`src/rtl/vx_cache_bank_arb_pkg.sv`:
```
// rtl/vx_cache_bank_arb_pkg.sv - width helpers and bank request payload shared by the cache bank arbiter
//
// Purpose: address-split width helpers (word select, bank select, line address)
//          and the reference bank request payload struct.
// Ports:   none (package).
package VX_cache_pkg;

  // Clamp a field width to at least one bit so zero-width selects stay legal.
  function automatic int up(input int x);
    return (x < 1) ? 1 : x;
  endfunction

  function automatic int word_sel_bits(input int line_size, input int word_size);
    return $clog2(line_size / word_size);
  endfunction

  function automatic int bank_sel_bits(input int num_banks);
    return $clog2(num_banks);
  endfunction

  function automatic int line_addr_width(input int addr_width, input int line_size,
                                         input int word_size, input int num_banks);
    return addr_width - word_sel_bits(line_size, word_size) - bank_sel_bits(num_banks);
  endfunction

  // Payload layout for the default configuration (4 requesters, 2 banks,
  // 16B lines, 4B words, 30-bit word address, 8-bit tag). The arbiter builds
  // an identically named struct sized from its own parameters.
  localparam int DEF_LINE_AW = line_addr_width(30, 16, 4, 2);
  localparam int DEF_WSEL_W  = up(word_sel_bits(16, 4));
  localparam int DEF_IDX_W   = up($clog2(4));

  typedef struct packed {
    logic                   rw;
    logic [DEF_LINE_AW-1:0] addr;
    logic [DEF_WSEL_W-1:0]  wsel;
    logic [3:0]             byteen;
    logic [31:0]            data;
    logic [7:0]             tag;
    logic [DEF_IDX_W-1:0]   idx;
  } bank_req_t;

endpackage

```
`src/rtl/vx_cache_bank_arb_if.sv`:
```
// rtl/vx_cache_bank_arb_if.sv - core-side and bank-side request buses of the cache bank arbiter
//
// Purpose: bundles per-requester core request signals and per-bank request
//          signals.
// Modports:
//   master - drives core_req_* and bank_req_ready; observes core_req_ready,
//            bank_req_* and bank_stalls.
//   slave  - the arbiter side (mirror of master).
interface vx_cache_bank_arb_if
  import VX_cache_pkg::*;
#(
  parameter int NUM_REQS      = 4,
  parameter int NUM_BANKS     = 2,
  parameter int LINE_SIZE     = 16,
  parameter int WORD_SIZE     = 4,
  parameter int ADDR_WIDTH    = 30,
  parameter int TAG_WIDTH     = 8,
  parameter int PERF_CTR_BITS = 44
);
  localparam int LINE_AW = line_addr_width(ADDR_WIDTH, LINE_SIZE, WORD_SIZE, NUM_BANKS);
  localparam int WSEL_W  = up(word_sel_bits(LINE_SIZE, WORD_SIZE));
  localparam int IDX_W   = up($clog2(NUM_REQS));

  logic [NUM_REQS-1:0]                      core_req_valid;
  logic [NUM_REQS-1:0]                      core_req_rw;
  logic [NUM_REQS-1:0][ADDR_WIDTH-1:0]      core_req_addr;
  logic [NUM_REQS-1:0][WORD_SIZE-1:0]       core_req_byteen;
  logic [NUM_REQS-1:0][WORD_SIZE*8-1:0]     core_req_data;
  logic [NUM_REQS-1:0][TAG_WIDTH-1:0]       core_req_tag;
  logic [NUM_REQS-1:0]                      core_req_ready;

  logic [NUM_BANKS-1:0]                     bank_req_valid;
  logic [NUM_BANKS-1:0]                     bank_req_rw;
  logic [NUM_BANKS-1:0][LINE_AW-1:0]        bank_req_addr;
  logic [NUM_BANKS-1:0][WSEL_W-1:0]         bank_req_wsel;
  logic [NUM_BANKS-1:0][WORD_SIZE-1:0]      bank_req_byteen;
  logic [NUM_BANKS-1:0][WORD_SIZE*8-1:0]    bank_req_data;
  logic [NUM_BANKS-1:0][TAG_WIDTH-1:0]      bank_req_tag;
  logic [NUM_BANKS-1:0][IDX_W-1:0]          bank_req_idx;
  logic [NUM_BANKS-1:0]                     bank_req_ready;

  logic [PERF_CTR_BITS-1:0]                 bank_stalls;

  modport master (
    output core_req_valid, core_req_rw, core_req_addr, core_req_byteen,
           core_req_data, core_req_tag, bank_req_ready,
    input  core_req_ready, bank_req_valid, bank_req_rw, bank_req_addr,
           bank_req_wsel, bank_req_byteen, bank_req_data, bank_req_tag,
           bank_req_idx, bank_stalls
  );

  modport slave (
    input  core_req_valid, core_req_rw, core_req_addr, core_req_byteen,
           core_req_data, core_req_tag, bank_req_ready,
    output core_req_ready, bank_req_valid, bank_req_rw, bank_req_addr,
           bank_req_wsel, bank_req_byteen, bank_req_data, bank_req_tag,
           bank_req_idx, bank_stalls
  );

endinterface

```
`src/rtl/vx_cache_bank_arb_slice.sv`:
```
// rtl/vx_cache_bank_arb_slice.sv - one bank's round-robin pointer, priority select and output register
//
// Purpose: picks one eligible requester per cycle for a single bank (urgent
//          requesters first, otherwise round-robin from r_ptr) and holds the
//          chosen payload in a one-entry output register.
// Ports:
//   clk, reset    - clock, asynchronous active-high reset
//   i_eligible    - requesters targeting this bank with valid high
//   i_urgent      - requesters whose age reached the starvation limit
//   i_payload     - per-requester decoded payload
//   i_bank_ready  - bank accepts the registered request
//   o_grant       - one-hot grant (zero while reset is asserted)
//   o_valid       - registered request valid
//   o_payload     - registered request payload
module VX_cache_bank_arb_slice #(
  parameter int  NUM_REQS  = 4,
  parameter int  IDX_W     = 2,
  parameter type payload_t = VX_cache_pkg::bank_req_t
) (
  input  logic                    clk,
  input  logic                    reset,
  input  logic [NUM_REQS-1:0]     i_eligible,
  input  logic [NUM_REQS-1:0]     i_urgent,
  input  payload_t [NUM_REQS-1:0] i_payload,
  input  logic                    i_bank_ready,
  output logic [NUM_REQS-1:0]     o_grant,
  output logic                    o_valid,
  output payload_t                o_payload
);

  logic             r_valid;
  logic [IDX_W-1:0] r_ptr;
  payload_t         r_payload;

  logic             w_load;
  logic             w_found;
  logic [IDX_W-1:0] w_sel;

  // The register can take a new entry when empty or when it drains this cycle.
  assign w_load = !r_valid || i_bank_ready;

  always_comb begin
    int j;
    j       = 0;
    w_found = 1'b0;
    w_sel   = '0;
    for (int k = 0; k < NUM_REQS; k++) begin
      j = int'(r_ptr) + k;
      if (j >= NUM_REQS) j = j - NUM_REQS;
      if (!w_found && i_eligible[IDX_W'(j)]) begin
        w_found = 1'b1;
        w_sel   = IDX_W'(j);
      end
    end
    // Downward scan so the lowest-indexed urgent requester ends up selected.
    for (int r = NUM_REQS - 1; r >= 0; r--) begin
      if (i_eligible[r] && i_urgent[r]) w_sel = IDX_W'(r);
    end
  end

  always_comb begin
    o_grant = '0;
    if (!reset && w_load && w_found) o_grant[w_sel] = 1'b1;
  end

  always_ff @(posedge clk or posedge reset) begin
    if (reset) begin
      r_valid <= 1'b0;
      r_ptr   <= '0;
    end else if (w_load) begin
      r_valid <= w_found;
      if (w_found) begin
        r_ptr <= (w_sel == IDX_W'(NUM_REQS - 1)) ? '0 : w_sel + 1'b1;
      end
    end
  end

  // Payload only moves when a new request is captured, so it holds while stalled.
  always_ff @(posedge clk) begin
    if (w_load && w_found) r_payload <= i_payload[w_sel];
  end

  assign o_valid   = r_valid;
  assign o_payload = r_payload;

endmodule

```
`src/rtl/vx_cache_bank_arb.sv`:
```
// rtl/vx_cache_bank_arb.sv - routes core requests to cache banks with round-robin and anti-starvation arbitration
//
// Purpose: decodes each core request address into bank / word select / line
//          address, arbitrates per bank through one slice per bank, ages
//          waiting requesters and counts stalled requester-cycles.
// Ports:
//   clk, reset - clock, asynchronous active-high reset
//   bus        - vx_cache_bank_arb_if.slave (core_req_*, bank_req_*, bank_stalls)
module vx_cache_bank_arb
  import VX_cache_pkg::*;
#(
  parameter int NUM_REQS      = 4,
  parameter int NUM_BANKS     = 2,
  parameter int LINE_SIZE     = 16,
  parameter int WORD_SIZE     = 4,
  parameter int ADDR_WIDTH    = 30,
  parameter int TAG_WIDTH     = 8,
  parameter int STARVE_LIMIT  = 4,
  parameter int PERF_CTR_BITS = 44
) (
  input  logic                clk,
  input  logic                reset,
  vx_cache_bank_arb_if.slave  bus
);

  localparam int WSB     = word_sel_bits(LINE_SIZE, WORD_SIZE);
  localparam int BSB     = bank_sel_bits(NUM_BANKS);
  localparam int WSEL_W  = up(WSB);
  localparam int BSEL_W  = up(BSB);
  localparam int LINE_AW = line_addr_width(ADDR_WIDTH, LINE_SIZE, WORD_SIZE, NUM_BANKS);
  localparam int IDX_W   = up($clog2(NUM_REQS));
  localparam int AGE_W   = $clog2(STARVE_LIMIT + 1);
  localparam int CNT_W   = $clog2(NUM_REQS + 1);

  typedef struct packed {
    logic                   rw;
    logic [LINE_AW-1:0]     addr;
    logic [WSEL_W-1:0]      wsel;
    logic [WORD_SIZE-1:0]   byteen;
    logic [WORD_SIZE*8-1:0] data;
    logic [TAG_WIDTH-1:0]   tag;
    logic [IDX_W-1:0]       idx;
  } req_t;

  logic [NUM_REQS-1:0][BSEL_W-1:0]   w_bank_id;
  req_t [NUM_REQS-1:0]               w_req;
  logic [NUM_BANKS-1:0][NUM_REQS-1:0] w_elig;
  logic [NUM_BANKS-1:0][NUM_REQS-1:0] w_grant;
  logic [NUM_REQS-1:0]               w_urgent;
  logic [NUM_REQS-1:0]               w_ready;
  logic [CNT_W-1:0]                  w_stall_cnt;

  logic [NUM_REQS-1:0][AGE_W-1:0]    r_age;
  logic [PERF_CTR_BITS-1:0]          r_stalls;

  for (genvar r = 0; r < NUM_REQS; r++) begin : g_decode
    logic [WSEL_W-1:0] w_wsel;

    if (WSB > 0) begin : g_wsel
      assign w_wsel = bus.core_req_addr[r][WSEL_W-1:0];
    end else begin : g_no_wsel
      assign w_wsel = '0;
    end

    if (BSB > 0) begin : g_bsel
      assign w_bank_id[r] = bus.core_req_addr[r][WSB +: BSEL_W];
    end else begin : g_no_bsel
      assign w_bank_id[r] = '0;
    end

    assign w_req[r] = '{
      rw:     bus.core_req_rw[r],
      addr:   bus.core_req_addr[r][ADDR_WIDTH-1 : WSB + BSB],
      wsel:   w_wsel,
      byteen: bus.core_req_byteen[r],
      data:   bus.core_req_data[r],
      tag:    bus.core_req_tag[r],
      idx:    IDX_W'(r)
    };

    assign w_urgent[r] = (r_age[r] == AGE_W'(STARVE_LIMIT));
  end

  always_comb begin
    w_elig = '0;
    for (int b = 0; b < NUM_BANKS; b++) begin
      for (int r = 0; r < NUM_REQS; r++) begin
        w_elig[b][r] = bus.core_req_valid[r] && (w_bank_id[r] == BSEL_W'(b));
      end
    end
  end

  for (genvar b = 0; b < NUM_BANKS; b++) begin : g_bank
    req_t w_out;

    VX_cache_bank_arb_slice #(
      .NUM_REQS  (NUM_REQS),
      .IDX_W     (IDX_W),
      .payload_t (req_t)
    ) u_slice (
      .clk          (clk),
      .reset        (reset),
      .i_eligible   (w_elig[b]),
      .i_urgent     (w_urgent),
      .i_payload    (w_req),
      .i_bank_ready (bus.bank_req_ready[b]),
      .o_grant      (w_grant[b]),
      .o_valid      (bus.bank_req_valid[b]),
      .o_payload    (w_out)
    );

    assign bus.bank_req_rw[b]     = w_out.rw;
    assign bus.bank_req_addr[b]   = w_out.addr;
    assign bus.bank_req_wsel[b]   = w_out.wsel;
    assign bus.bank_req_byteen[b] = w_out.byteen;
    assign bus.bank_req_data[b]   = w_out.data;
    assign bus.bank_req_tag[b]    = w_out.tag;
    assign bus.bank_req_idx[b]    = w_out.idx;
  end

  // Each requester targets exactly one bank, so OR-ing the bank grants is safe.
  always_comb begin
    w_ready = '0;
    for (int b = 0; b < NUM_BANKS; b++) w_ready = w_ready | w_grant[b];
  end

  assign bus.core_req_ready = w_ready;

  always_comb begin
    w_stall_cnt = '0;
    for (int r = 0; r < NUM_REQS; r++) begin
      if (bus.core_req_valid[r] && !w_ready[r]) w_stall_cnt = w_stall_cnt + 1'b1;
    end
  end

  always_ff @(posedge clk or posedge reset) begin
    if (reset) begin
      r_age <= '0;
    end else begin
      for (int r = 0; r < NUM_REQS; r++) begin
        if (!bus.core_req_valid[r] || w_ready[r]) begin
          r_age[r] <= '0;
        end else if (r_age[r] != AGE_W'(STARVE_LIMIT)) begin
          r_age[r] <= r_age[r] + 1'b1;
        end
      end
    end
  end

  always_ff @(posedge clk or posedge reset) begin
    if (reset) r_stalls <= '0;
    else       r_stalls <= r_stalls + PERF_CTR_BITS'(w_stall_cnt);
  end

  assign bus.bank_stalls = r_stalls;

endmodule

```
`src/flat_wrapper.sv`:
```
// flat-port wrapper written by rule: the top's interface ports become plain ports
module vx_cache_bank_arb_flat import VX_cache_pkg::*;
#(
  parameter int NUM_REQS      = 4,
  parameter int NUM_BANKS     = 2,
  parameter int LINE_SIZE     = 16,
  parameter int WORD_SIZE     = 4,
  parameter int ADDR_WIDTH    = 30,
  parameter int TAG_WIDTH     = 8,
  parameter int STARVE_LIMIT  = 4,
  parameter int PERF_CTR_BITS = 44
)
  (clk, reset, bus_core_req_valid, bus_core_req_rw, bus_core_req_addr, bus_core_req_byteen, bus_core_req_data, bus_core_req_tag, bus_bank_req_ready, bus_core_req_ready, bus_bank_req_valid, bus_bank_req_rw, bus_bank_req_addr, bus_bank_req_wsel, bus_bank_req_byteen, bus_bank_req_data, bus_bank_req_tag, bus_bank_req_idx, bus_bank_stalls);
  vx_cache_bank_arb_if #(.NUM_REQS(NUM_REQS), .NUM_BANKS(NUM_BANKS), .LINE_SIZE(LINE_SIZE), .WORD_SIZE(WORD_SIZE), .ADDR_WIDTH(ADDR_WIDTH), .TAG_WIDTH(TAG_WIDTH), .PERF_CTR_BITS(PERF_CTR_BITS)) bus_i ();
  input  logic clk;
  input  logic reset;
  input wire logic [$bits(bus_i.core_req_valid)-1:0] bus_core_req_valid;
  input wire logic [$bits(bus_i.core_req_rw)-1:0] bus_core_req_rw;
  input wire logic [$bits(bus_i.core_req_addr)-1:0] bus_core_req_addr;
  input wire logic [$bits(bus_i.core_req_byteen)-1:0] bus_core_req_byteen;
  input wire logic [$bits(bus_i.core_req_data)-1:0] bus_core_req_data;
  input wire logic [$bits(bus_i.core_req_tag)-1:0] bus_core_req_tag;
  input wire logic [$bits(bus_i.bank_req_ready)-1:0] bus_bank_req_ready;
  output wire logic [$bits(bus_i.core_req_ready)-1:0] bus_core_req_ready;
  output wire logic [$bits(bus_i.bank_req_valid)-1:0] bus_bank_req_valid;
  output wire logic [$bits(bus_i.bank_req_rw)-1:0] bus_bank_req_rw;
  output wire logic [$bits(bus_i.bank_req_addr)-1:0] bus_bank_req_addr;
  output wire logic [$bits(bus_i.bank_req_wsel)-1:0] bus_bank_req_wsel;
  output wire logic [$bits(bus_i.bank_req_byteen)-1:0] bus_bank_req_byteen;
  output wire logic [$bits(bus_i.bank_req_data)-1:0] bus_bank_req_data;
  output wire logic [$bits(bus_i.bank_req_tag)-1:0] bus_bank_req_tag;
  output wire logic [$bits(bus_i.bank_req_idx)-1:0] bus_bank_req_idx;
  output wire logic [$bits(bus_i.bank_stalls)-1:0] bus_bank_stalls;
  assign bus_i.core_req_valid = bus_core_req_valid;
  assign bus_i.core_req_rw = bus_core_req_rw;
  assign bus_i.core_req_addr = bus_core_req_addr;
  assign bus_i.core_req_byteen = bus_core_req_byteen;
  assign bus_i.core_req_data = bus_core_req_data;
  assign bus_i.core_req_tag = bus_core_req_tag;
  assign bus_i.bank_req_ready = bus_bank_req_ready;
  assign bus_core_req_ready = bus_i.core_req_ready;
  assign bus_bank_req_valid = bus_i.bank_req_valid;
  assign bus_bank_req_rw = bus_i.bank_req_rw;
  assign bus_bank_req_addr = bus_i.bank_req_addr;
  assign bus_bank_req_wsel = bus_i.bank_req_wsel;
  assign bus_bank_req_byteen = bus_i.bank_req_byteen;
  assign bus_bank_req_data = bus_i.bank_req_data;
  assign bus_bank_req_tag = bus_i.bank_req_tag;
  assign bus_bank_req_idx = bus_i.bank_req_idx;
  assign bus_bank_stalls = bus_i.bank_stalls;
  vx_cache_bank_arb #(.NUM_REQS(NUM_REQS), .NUM_BANKS(NUM_BANKS), .LINE_SIZE(LINE_SIZE), .WORD_SIZE(WORD_SIZE), .ADDR_WIDTH(ADDR_WIDTH), .TAG_WIDTH(TAG_WIDTH), .STARVE_LIMIT(STARVE_LIMIT), .PERF_CTR_BITS(PERF_CTR_BITS)) u_core (.clk(clk), .reset(reset), .bus(bus_i));
endmodule
```
`config.mk`:
```
export PLATFORM = sky130hd
export DESIGN_NAME = vx_cache_bank_arb_flat
export DESIGN_NICKNAME = d
export VERILOG_FILES = /design/src/rtl/vx_cache_bank_arb_pkg.sv /design/src/rtl/vx_cache_bank_arb_if.sv /design/src/rtl/vx_cache_bank_arb_slice.sv /design/src/rtl/vx_cache_bank_arb.sv /design/src/flat_wrapper.sv
export SDC_FILE = /design/constraint.sdc
export NUM_CORES = 1
export LEC_CHECK = 0
export BUFFER_PORTS_ARGS = -buffer_cell sky130_fd_sc_hd__buf_4
export CORE_AREA = 2 2 199 201
export CTS_BUF_LIST = sky130_fd_sc_hd__clkbuf_2 sky130_fd_sc_hd__clkbuf_4 sky130_fd_sc_hd__clkbuf_8
export CTS_CLUSTER_DIAMETER = 200
export DETAILED_ROUTE_END_ITERATION = 10
export DIE_AREA = 0 0 201 203
export PLACE_DENSITY_LB_ADDON = 0.08
export SLEW_MARGIN = 10
export SYNTH_ARGS = -nofsm -noshare
export SYNTH_HDL_FRONTEND = slang
export SYNTH_SLANG_ARGS = --single-unit
```
`constraint.sdc`:
```
create_clock -name clk -period 7.38 [get_ports clk]
set_input_delay 1.107 -clock clk [delete_from_list [all_inputs] [get_ports clk]]
set_output_delay 1.107 -clock clk [all_outputs]
set_load 0.005 [all_outputs]
```
; After elaboration in Yosys (flattened, before gate mapping)
; Cells that the tools add are included.
[totals]
reg_bits = 214
output_inout_bits = 202
elab_cells = 225
[op_classes]
add_sub_neg = 24
n_lt_le_gt_ge = 20
eq_ne = 10
n_mux = 80
n_bitwise = 5
n_reduce_logical = 63
[ops]
columns = cell, n
row1 = $bmux W76 S2, 2
row2 = $mux W76, 2
row3 = $mux W2, 26
row4 = $add A44 B3 Y44, 1
row5 = $logic_and A1 B1 Y1, 34
row6 = $mux W3, 11
row7 = $lt A2 B4 Y1 const B, 8
row8 = $mux W1, 27
row9 = $add A3 B1 Y3 const B, 7
row10 = $ge A3 B3 Y1 const B, 6
row11 = $logic_not A1 Y1, 17
row12 = $bmux W1 S2, 8
row13 = $sub A2 B1 Y2 const B, 8
row14 = $add A2 B2 Y3 const B, 4
row15 = $eq A3 B3 Y1 const B, 4
row16 = $ne A3 B3 Y1 const B, 4
row17 = $mux W4, 2
row18 = $reduce_bool A2 Y1, 4
row19 = $add A2 B1 Y3 const B, 2
row20 = $ge A2 B3 Y1 const B, 2
row21 = $logic_or A1 B1 Y1, 6
row22 = $lt A2 B3 Y1 const B, 2
row23 = $add A2 B1 Y2 const B, 2
row24 = $demux W1 S2, 2
row25 = 5 further kinds, 11

; Depth between registers and ports, before layout
; Gate-level depths: netlist (run 1).
[logic_depth]
ltp_word = 35
ltp_mapped = 29

; Hierarchy
; A second synthesis (run 1) with hierarchy kept.
[unflattened]
hier_cells = 2410
area_unflattened_um2 = 20120.5
[by_module_without_submodules]
columns = module, instances, cells_per_inst, area_each_um2, seq_area_each_um2
row1 = VX_cache_bank_arb_slice (u_core.g_bank[0].u_slice), 1, 1053, 8494.4, 2357.3
row2 = VX_cache_bank_arb_slice (u_core.g_bank[1].u_slice), 1, 1053, 8486.9, 2357.3
row3 = vx_cache_bank_arb, 1, 304, 3139.3, 1401.3

; Worst setup path after synthesis (run 1)
; OpenSTA, ideal clock, no wires.
[synth_timing]
kind = input to register
startpoint = in bus_core_req_addr[62]
endpoint = reg u_core.r_stalls[41], in the netlist u_core.bus.bank_stalls[41]
arrival_time_ns = 7.510
required_time_ns = 7.300
path_slack_ns = -0.210
stages = 19
path_buffers = 3
cell_sequence = nand2b_1 clkbuf_1 a41oi_2 a22oi_1 o21ai_1 inv_1 ha_1 xnor2_1 ha_1 mux2_2 ha_1 a21o_1 a21oi_1 or4b_1 buf_2 or2_1 buf_6 nor3_4 xnor2_1
[synth_via]
elab_chain_len = 35
elab_cells_between_ends = 96
[synth_lines]
columns = item, line
row1 = from (decl), flat_wrapper.sv:19  ; input wire logic [$bits(bus_i.core_req_addr)-1:0] bus_core_req_addr;
row2 = $not A1 Y1, vx_cache_bank_arb.sv:88  ; w_elig[b][r] = bus.core_req_valid[r] && (w_bank_id[r] == BSEL_W'(b));
row3 = $logic_and A1 B1 Y1, vx_cache_bank_arb.sv:88
row4 = $bmux W1 S2, vx_cache_bank_arb_slice.sv:50  ; if (!w_found && i_eligible[IDX_W'(j)]) begin
row5 = $mux W1 (not written as such) (2 in series), vx_cache_bank_arb_slice.sv:50
row6 = $mux W1, vx_cache_bank_arb_slice.sv:50
row7 = $logic_not A1 Y1, vx_cache_bank_arb_slice.sv:50
row8 = $logic_and A1 B1 Y1, vx_cache_bank_arb_slice.sv:50
row9 = $mux W1, vx_cache_bank_arb_slice.sv:50
row10 = [... 18 more ...], n/a
row11 = $mux W1, vx_cache_bank_arb.sv:132  ; if (bus.core_req_valid[r] && !w_ready[r]) w_stall_cnt = w_stall_cnt + 1'b1;
row12 = $add A3 B1 Y3, vx_cache_bank_arb.sv:132
row13 = $mux W3, vx_cache_bank_arb.sv:132
row14 = $add A3 B1 Y3, vx_cache_bank_arb.sv:132
row15 = $mux W3, vx_cache_bank_arb.sv:132
row16 = $add A3 B1 Y3, vx_cache_bank_arb.sv:132
row17 = $mux W3 *, vx_cache_bank_arb.sv:132
row18 = $add A44 B3 Y44 *, vx_cache_bank_arb.sv:152  ; else r_stalls <= r_stalls + PERF_CTR_BITS'(w_stall_cnt);
row19 = to (signal assigned), vx_cache_bank_arb.sv:152
row20 = to (decl), vx_cache_bank_arb.sv:54  ; logic [PERF_CTR_BITS-1:0] r_stalls;
; Mark *: on every way between the ends. The rest lies on a longest branch, timed or not. The select of a mux whose other input is x is not followed.
; A chain may end at the register's enable or synchronous reset.

; Worst setup path after layout (run 1)
[layout_timing]
startpoint = in bus_core_req_addr[2]
endpoint = reg u_core.r_stalls[41], in the netlist u_core.bus.bank_stalls[41]
; Same word-level chain as after synthesis.

==> results of run 1 <==
area by class of cell:
cell class / count / area [um2]
antenna: 2 / 5.00
clock buffer: 65 / 801
clock inverter: 14 / 88.8
fill: 3605 / 20400
inverter: 26 / 100
multi-input combinational: 723 / 6380
sequential: 214 / 6120
tap: 518 / 648
timing repair buffer: 524 / 3930
placed cells by master, fill, tap and decap left out, types with 11 or more instances in the layout:
cell type  count
edfxtp_1     152
xor2_1        12
inv_1         24
dfrtp_1       62
nor2_1        40
nand3_1       28
nand4_1       12
ha_1          23
mux2i_1      446
nand2_1       34
clkbuf_4      15
xnor2_1       37
clkbuf_8      50
buf_4        524
a21oi_1       11
critical path, cell delays in order:
cell	delay, ns
buf_4	0.13
nand2b_1	0.24
nor2_1	0.13
nor4_1	0.06
nor4_1	0.51
a211oi_4	0.15
inv_1	0.11
ha_1	0.16
a22oi_1	0.09
o21ai_1	0.37
inv_1	0.12
ha_1	0.34
xnor2_1	0.28
ha_1	0.30
mux2_2	0.26
ha_1	0.27
a21o_1	0.11
a21oi_1	0.11
or4b_1	0.60
or2_1	0.37
nor3_4	0.22
xnor2_1	0.13
per-layer routing:
| metal | wire, um | vias up | GRT usage |
|---|---|---|---|
| met3 | 3810 | 75 | 0.0828 |
| met1 | 17000 | 4928 | 0.240 |
| met4 | 1220 | 2 | 0.0693 |
| met5 | 16 | - | 0 |
| met2 | 22100 | 359 | 0.358 |
| li1 | - | 4854 | - |
Yosys cell counts, drive strengths merged (2+ instances only):
master,n
and4,4
a22oi,4
nand2b,4
buf,52
nand4,12
nor2,40
xor2,12
or4,3
nor3,10
edfxtp,152
a41oi,2
o21ai,11
a21oi,11
ha,23
and3,7
or2,2
a211oi,2
mux2,2
nor2b,6
inv,26
dfrtp,62
nand3,28
nand2,34
a22o,2
and2,5
clkbuf,7
nor4,3
mux2i,446
xnor2,37
stage by stage:
| step | hold WS [ns] | cells | utilization |
|---|---|---|---|
| final | 0.493 | 2086 | 0.470 |
| after global placement | 0.481 | 2005 | 0.446 |
| after floorplan | 0.465 | 1022 | - |
| after detailed placement | 0.490 | 2005 | 0.446 |
| after CTS | 0.488 | 2084 | 0.470 |
| after global routing | 0.516 | 2086 | 0.470 |
power by group through the flow:
stage	clock [mW]	sequential [mW]	combinational, mW
2_1_floorplan	0	1.75	1.21
3_3_place_gp	0	1.75	1.99
3_5_place_dp	0	1.75	2.00
4_1_cts	1.33	1.73	2.01
5_1_grt	1.38	1.76	2.14
6_report	1.28	1.73	1.97
flip-flops by register name, indices dropped and copies added (netlist names):
signal / flops
u_core.r_age: 12
u_core.g_bank.u_slice.o_payload: 152
u_core.bus.bank_stalls: 44
u_core.g_bank.u_slice.r_ptr: 4
u_core.g_bank.u_slice.o_valid: 2
logic make-up (layout without fill, tap and decap cells):
logic type	after synthesis	count (layout)
mux	448	448
simple gates	160	160
flops	214	214
fa+ha+maj	24	24
xor+xnor	49	49
compound gates	42	42
buf+inv	85	629
other cells	0	2
final timing paths:
check                                           start                                 to  slack, ns
setup reg to reg                      u_core.r_age[3]         u_core.bus.bank_stalls[41]       1.82
hold reg to reg            u_core.bus.bank_stalls[17]         u_core.bus.bank_stalls[17]       0.49
setup / recovery                 bus_core_req_addr[2]         u_core.bus.bank_stalls[41]       1.73
hold / removal             u_core.bus.bank_stalls[17]         u_core.bus.bank_stalls[17]       0.49
min in group asynchronous                       reset  u_core.g_bank[0].u_slice.r_ptr[1]       0.54
max in group asynchronous                       reset         u_core.bus.bank_stalls[22]       5.89
==> run_results.csv, run 1 <==
group,metric,value,unit
pwr,p_per_area,276,nW/um2
yosys,synthXorXnorAreaFrac,0.0334,
sta,fin_skew,0.0222,ns
pwr,ir_drop,0.141,mV
route,ant_nets,0,
yosys,yosys_most_used_dff,"edfxtp_1",
route,dr.pass1.iters,4,
route,drcViolationCount,0,
yosys,yosys_warnings,0,
clock_network,h-tree-depth,2,
setup_path,cp_max_fo,6,
flow_run,maxCapViolCount,0,
clock_network,cts_resized,0,
grt,grt_pass1_wl,65000,um
setup_path,rr_worst_depth,22,
worst_hold_path,hold_class,"reg2reg",
sta,finalSetupViolations,0,
outcome,status,"finished, final reports clean",
sta,timing.final.crit_share,0.765,
worst_hold_path,worstHoldPathCells,1,
grt,grt_max_degree,59,
yosys,netlist_instances,1022,
pwr,internal-power,3.33,mW
yosys,synth_simple_gate_area_frac,0.0629,
yosys,syn-num-nets,1354,
pwr,p_leak,8.46,nW
sta,worst_pin_slew,1.05,ns
pwr,p_switching,1.65,mW
route,viasPerCell,4.90,
cells_and_area,area_growth,40.7,%
place,io_buffers,509,
place,dpl_worst_slack,1.07,ns
cells_and_area,final_area,18100,um2
yosys,async_reset_ff_frac,0.290,
clock_network,tritoncts,"yes",
sta,fin_crit,5.65,ns
pwr,clock_power_share,0.257,
setup_path,crit_path_start_kind,"input port",
yosys,ys_seq_elements,214,
sta,slew_headroom,0.300,
pwr,p_seq_frac,0.348,
setup_path,end_kind,"flop",
route,wl,44100,um
grt,grt_overflow,0,
clock_network,postCtsSetupRepairBufs,0,
sta,rsz0062_at_grt,"no",
clock_network,tritoncts.num_buffers,44,
yosys,netlist.area_leader.share,0.355,
yosys,synthAdderAreaFrac,0.0240,
cells_and_area,drive_above_1_share,0.389,
floorplanning,core,38500,um2
route,routedWlPerCell,21.2,um
yosys,synth_mux_area_frac,0.349,
floorplanning,row_count,72,
route,vias,10200,
setup_path,required,7.90,ns
sta,fin_ws,1.73,ns
floorplanning,die_area,40800,um2
yosys,synth_compound_area_frac,0.0228,
sta,report.final.slew_viol_count,0,
place,place_area,17200,um2
setup_path,path_class,"in2reg",
grt,grt_usage,0.210,
floorplanning,start_util,0.334,
clock_network,cts_num_sinks,214,
place,gp_congestion,0.855,
yosys,synth-edff-count,152,
yosys,synth.cell_area,12800,um2
setup_path,cp.arrival,6.17,ns
yosys,synth_cell_type_count,51,
floorplanning,io_pins,510,
yosys,ys_top_cells_by_area,"edfxtp_1 (36%), mux2i_1 (35%), dfrtp_1 (12%)",
clock_network,clock_path_buffers,3,
pwr,sw_frac_of_total,0.331,
pwr,power.total,4.99,mW
grt,antenna_found_initial,3,
clock_network,holdBufCountCts,0,
yosys,synth.yosys.seq_area_share,0.476,
pwr,power_frac_comb,0.396,
floorplanning,fp.dieH,203,um
route,drt_iter0_markers,450,
yosys,synth.avg_cell_area,12.6,um2
cells_and_area,nets,1865,
sta,finalSetupTns,0,ns
floorplanning,die_w,201,um
grt,grt_pass1_vias,10500,
place,dp_hpwl,32200,um
sta,timing.fmax,0.177,GHz
clock_network,worstSkewPairLatency,0.60,ns
clock_network,cts.reportedPaths.clkPinSlew,0.06,ns
sta,hold_violations,0,
yosys,yosys.area.top_type,"edfxtp_1",
yosys,synth_top_family_by_area,"multiplexers",
clock_network,cts-root-buf,"clkbuf_8",
Power figures use the tool's default switching activity.
==> inputs of run 2 (changes only) <==
==> constraint.sdc (replaced) <==
create_clock -name clk -period 5.7 [get_ports clk]
set_input_delay 0.855 -clock clk [delete_from_list [all_inputs] [get_ports clk]]
set_output_delay 0.855 -clock clk [all_outputs]
set_load 0.005 [all_outputs]
==> run 2 against run 1 <==
Sequential cell count did not move. Worst hold slack got worse by 0.0054 ns. Wire length rose by 1.5%. Clock-buffer cell count rose by 2. Global-route usage rose by 0.28 points. Critical endpoint is now u_core.bus.bank_stalls[27]. Sequential power rose by 29%. Utilization rose by 0.27 points. Setup slack got worse by 1.1 ns. Combinational power rose by 32%. Power rose by 30%. Sequential share of layout area fell by 0.19 points. Die area did not move.
==> run_results.csv, run 2 (synthesized netlist as in run 1, its figures left out) <==
group,metric,value,unit
outcome,status,"finished, final reports clean",
pwr,power.total,6.48,mW
place,placed_cells,2010,
grt,grt_pass1_vias,10600,
route,ant_nets,0,
cells_and_area,drive_above_1_share,0.399,
sta,report.final.slew_viol_count,0,
setup_path,critical-path-max-stage-delay,0.48,ns
route,vias,10200,
sta,rsz0062_at_grt,"no",
floorplanning,fp.dieH,203,um
route,wl,44800,um
floorplanning,start_util,0.334,
clock_network,holdBufCountCts,0,
cells_and_area,n_fill_cell,3602,
cells_and_area,nets,1869,
cells_and_area,area_growth,41.5,%
setup_path,critPathMostFrequentCell,"ha_1",
pwr,sw_frac_of_total,0.336,
setup_path,end_kind,"flop",
floorplanning,core,38500,um2
clock_network,postCtsSetupRepairBufs,0,
sta,whs,0.487,ns
grt,grt_overflow,0,
sta,timing.final.crit_share,0.898,
pwr,p_leak,8.50,nW
route,drt_iter0_markers,447,
pwr,clock_power_share,0.254,
clock_network,cts_resized,0,
clock_network,worstSkewPairLatency,0.60,ns
floorplanning,row_count,72,
sta,fin_skew,0.0227,ns
route,drcViolationCount,0,
place,dp_hpwl,32800,um
setup_path,slowest_stage,"or4b_1",
pwr,p_per_area,357,nW/um2
sta,worst_pin_slew,1.04,ns
sta,slew_headroom,0.304,
pwr,power_frac_comb,0.401,
cells_and_area,largest_register_ff_count,152,
place,gp_congestion,0.861,
setup_path,r2r_end,"u_core.bus.bank_stalls[27]",
pwr,p_switching,2.18,mW
cells_and_area,most-common-layout-cells,"buf_4 (528), mux2i_1 (446), edfxtp_1 (152)",
setup_path,ff2ff_setup_slack,0.58,ns
pwr,p_seq_frac,0.345,
cells_and_area,finish.utilization,0.472,
pwr,internal-power,4.30,mW
sta,timing.fmax,0.195,GHz
grt,grt_usage,0.213,
sta,finalSetupViolations,0,
setup_path,required,6.21,ns
clock_network,cts_num_sinks,214,
grt,grt_pass1_wl,65600,um
setup_path,cp_max_fo,6,
worst_hold_path,hold_class,"reg2reg",
clock_network,tritoncts,"yes",
route,viasPerCell,4.87,
clock_network,h-tree-depth,2,
cells_and_area,layout_commonest_cell,"buf_4",
setup_path,cp-endpoint,"u_core.bus.bank_stalls[27]",
floorplanning,die_w,201,um
setup_path,rr_startpoint,"u_core.r_age[3]",
setup_path,path_class,"reg2reg",
setup_path,cp.arrival,5.63,ns
cells_and_area,final_cells,2095,
route,routedWlPerCell,21.4,um
clock_network,cts-root-buf,"clkbuf_8",
grt,grt_max_degree,118,
setup_path,rr_worst_depth,23,
pwr,ir_drop,0.245,mV
grt,antenna_found_initial,5,
flow_run,maxCapViolCount,0,
setup_path,worstPathCellList,"inv_1 -> ha_1 -> nand2_1 -> nor2_1 -> nor4_1 -> a211oi_4 -> inv_1 -> ha_1 -> a22oi_1 -> o21ai_2 -> inv_2 -> ha_1 -> inv_1 -> mux2i_1 -> ha_1 -> mux2_2 -> ha_1 -> a21o_1 -> a21oi_2 -> or4b_1 -> or2_1 -> nor2_1 -> xor2_1",
sta,fin_crit,5.12,ns
setup_path,crit_path_start_kind,"flop",
setup_path,startpoint,"u_core.r_age[3]",
clock_network,tritoncts.num_buffers,43,
floorplanning,die_area,40800,um2
sta,hold_violations,0,
route,dr.pass1.iters,5,
clock_network,cts.reportedPaths.clkPinSlew,0.06,ns
place,io_buffers,509,
floorplanning,io_pins,510,
clock_network,clock_path_buffers,3,
run 2: cell types whose count changed in the layout (fill, tap and decap cells not counted), moves of 2 or more:
| cell | previous run | this run |
|---|---|---|
| buf_4 | 524 | 528 |
| diode_2 | 2 | 5 |
| inv_1 | 24 | 22 |
| inv_2 | 1 | 3 |
| nand2b_1 | 4 | 2 |
| nand2b_4 | 0 | 2 |
| nor2_1 | 40 | 38 |
| nor2_2 | 0 | 2 |
| o21ai_1 | 4 | 2 |
| o21ai_2 | 1 | 3 |
run 2: cell type report:
cell class / instances / area, um2 / area share
Sequential cell: 214 / 6120 / 0.337
Inverter: 26 / 100 / 0.00551
Multi-Input combinational cell: 723 / 6430 / 0.354
Clock inverter: 13 / 60.1 / 0.00330
Tap cell: 518 / 648 / 0.0357
Timing Repair Buffer: 529 / 3980 / 0.219
Antenna cell: 5 / 12.5 / 0.000689
Clock buffer: 67 / 822 / 0.0452
run 2: power by group through the flow:
stage | Clock, mW | Combinational (mW) | Sequential (mW)
after floorplan | 0 | 1.58 | 2.27
after global placement | 0 | 2.64 | 2.26
after detailed placement | 0 | 2.64 | 2.27
after CTS | 1.71 | 2.65 | 2.24
after global routing | 1.76 | 2.82 | 2.27
final | 1.64 | 2.60 | 2.24
run 2: layer usage:
| layer | routed length [um] | GRT usage | vias up |
|---|---|---|---|
| met1 | 17400 | 0.240 | 4875 |
| li1 | - | - | 4870 |
| met5 | 0 | 0 | - |
| met3 | 3970 | 0.0774 | 77 |
| met2 | 22000 | 0.365 | 390 |
| met4 | 1410 | 0.0857 | 0 |
run 2: how the worst min path moves through the flow:
stage | end | depth (start not counted) | slack, ns | start
after floorplan | u_core.bus.bank_stalls[43] | 1 | 0.46 | u_core.bus.bank_stalls[43]
after global placement | u_core.bus.bank_stalls[43] | 1 | 0.46 | u_core.bus.bank_stalls[43]
after detailed placement | u_core.bus.bank_stalls[43] | 1 | 0.48 | u_core.bus.bank_stalls[43]
after CTS | u_core.bus.bank_stalls[43] | 1 | 0.49 | u_core.bus.bank_stalls[43]
after global routing | u_core.bus.bank_stalls[43] | 1 | 0.51 | u_core.bus.bank_stalls[43]
final | u_core.bus.bank_stalls[43] | 1 | 0.49 | u_core.bus.bank_stalls[43]
run 2: per-stage QoR:
stage               setup slack (ns)  cell area [um2]  TNS [ns]
global route                   0.116            18200         0
CTS                            0.629            18200         0
detailed placement             0.165            17300         0
floorplan                     -0.370            12900     -2.80
global placement               0.205            17300         0
finish                         0.583            18200         0
run 2: critical path, delay by kind of cell (launching register included):
family	cells	cell delay, ns
flip-flops	1	0.40
adder cells (fa/ha/maj)	5	1.15
buffers and inverters	4	0.33
AO/OA/AOI/OAI	5	0.97
multiplexers	2	0.50
AND/OR/NAND/NOR	6	1.54
XOR/XNOR	1	0.16
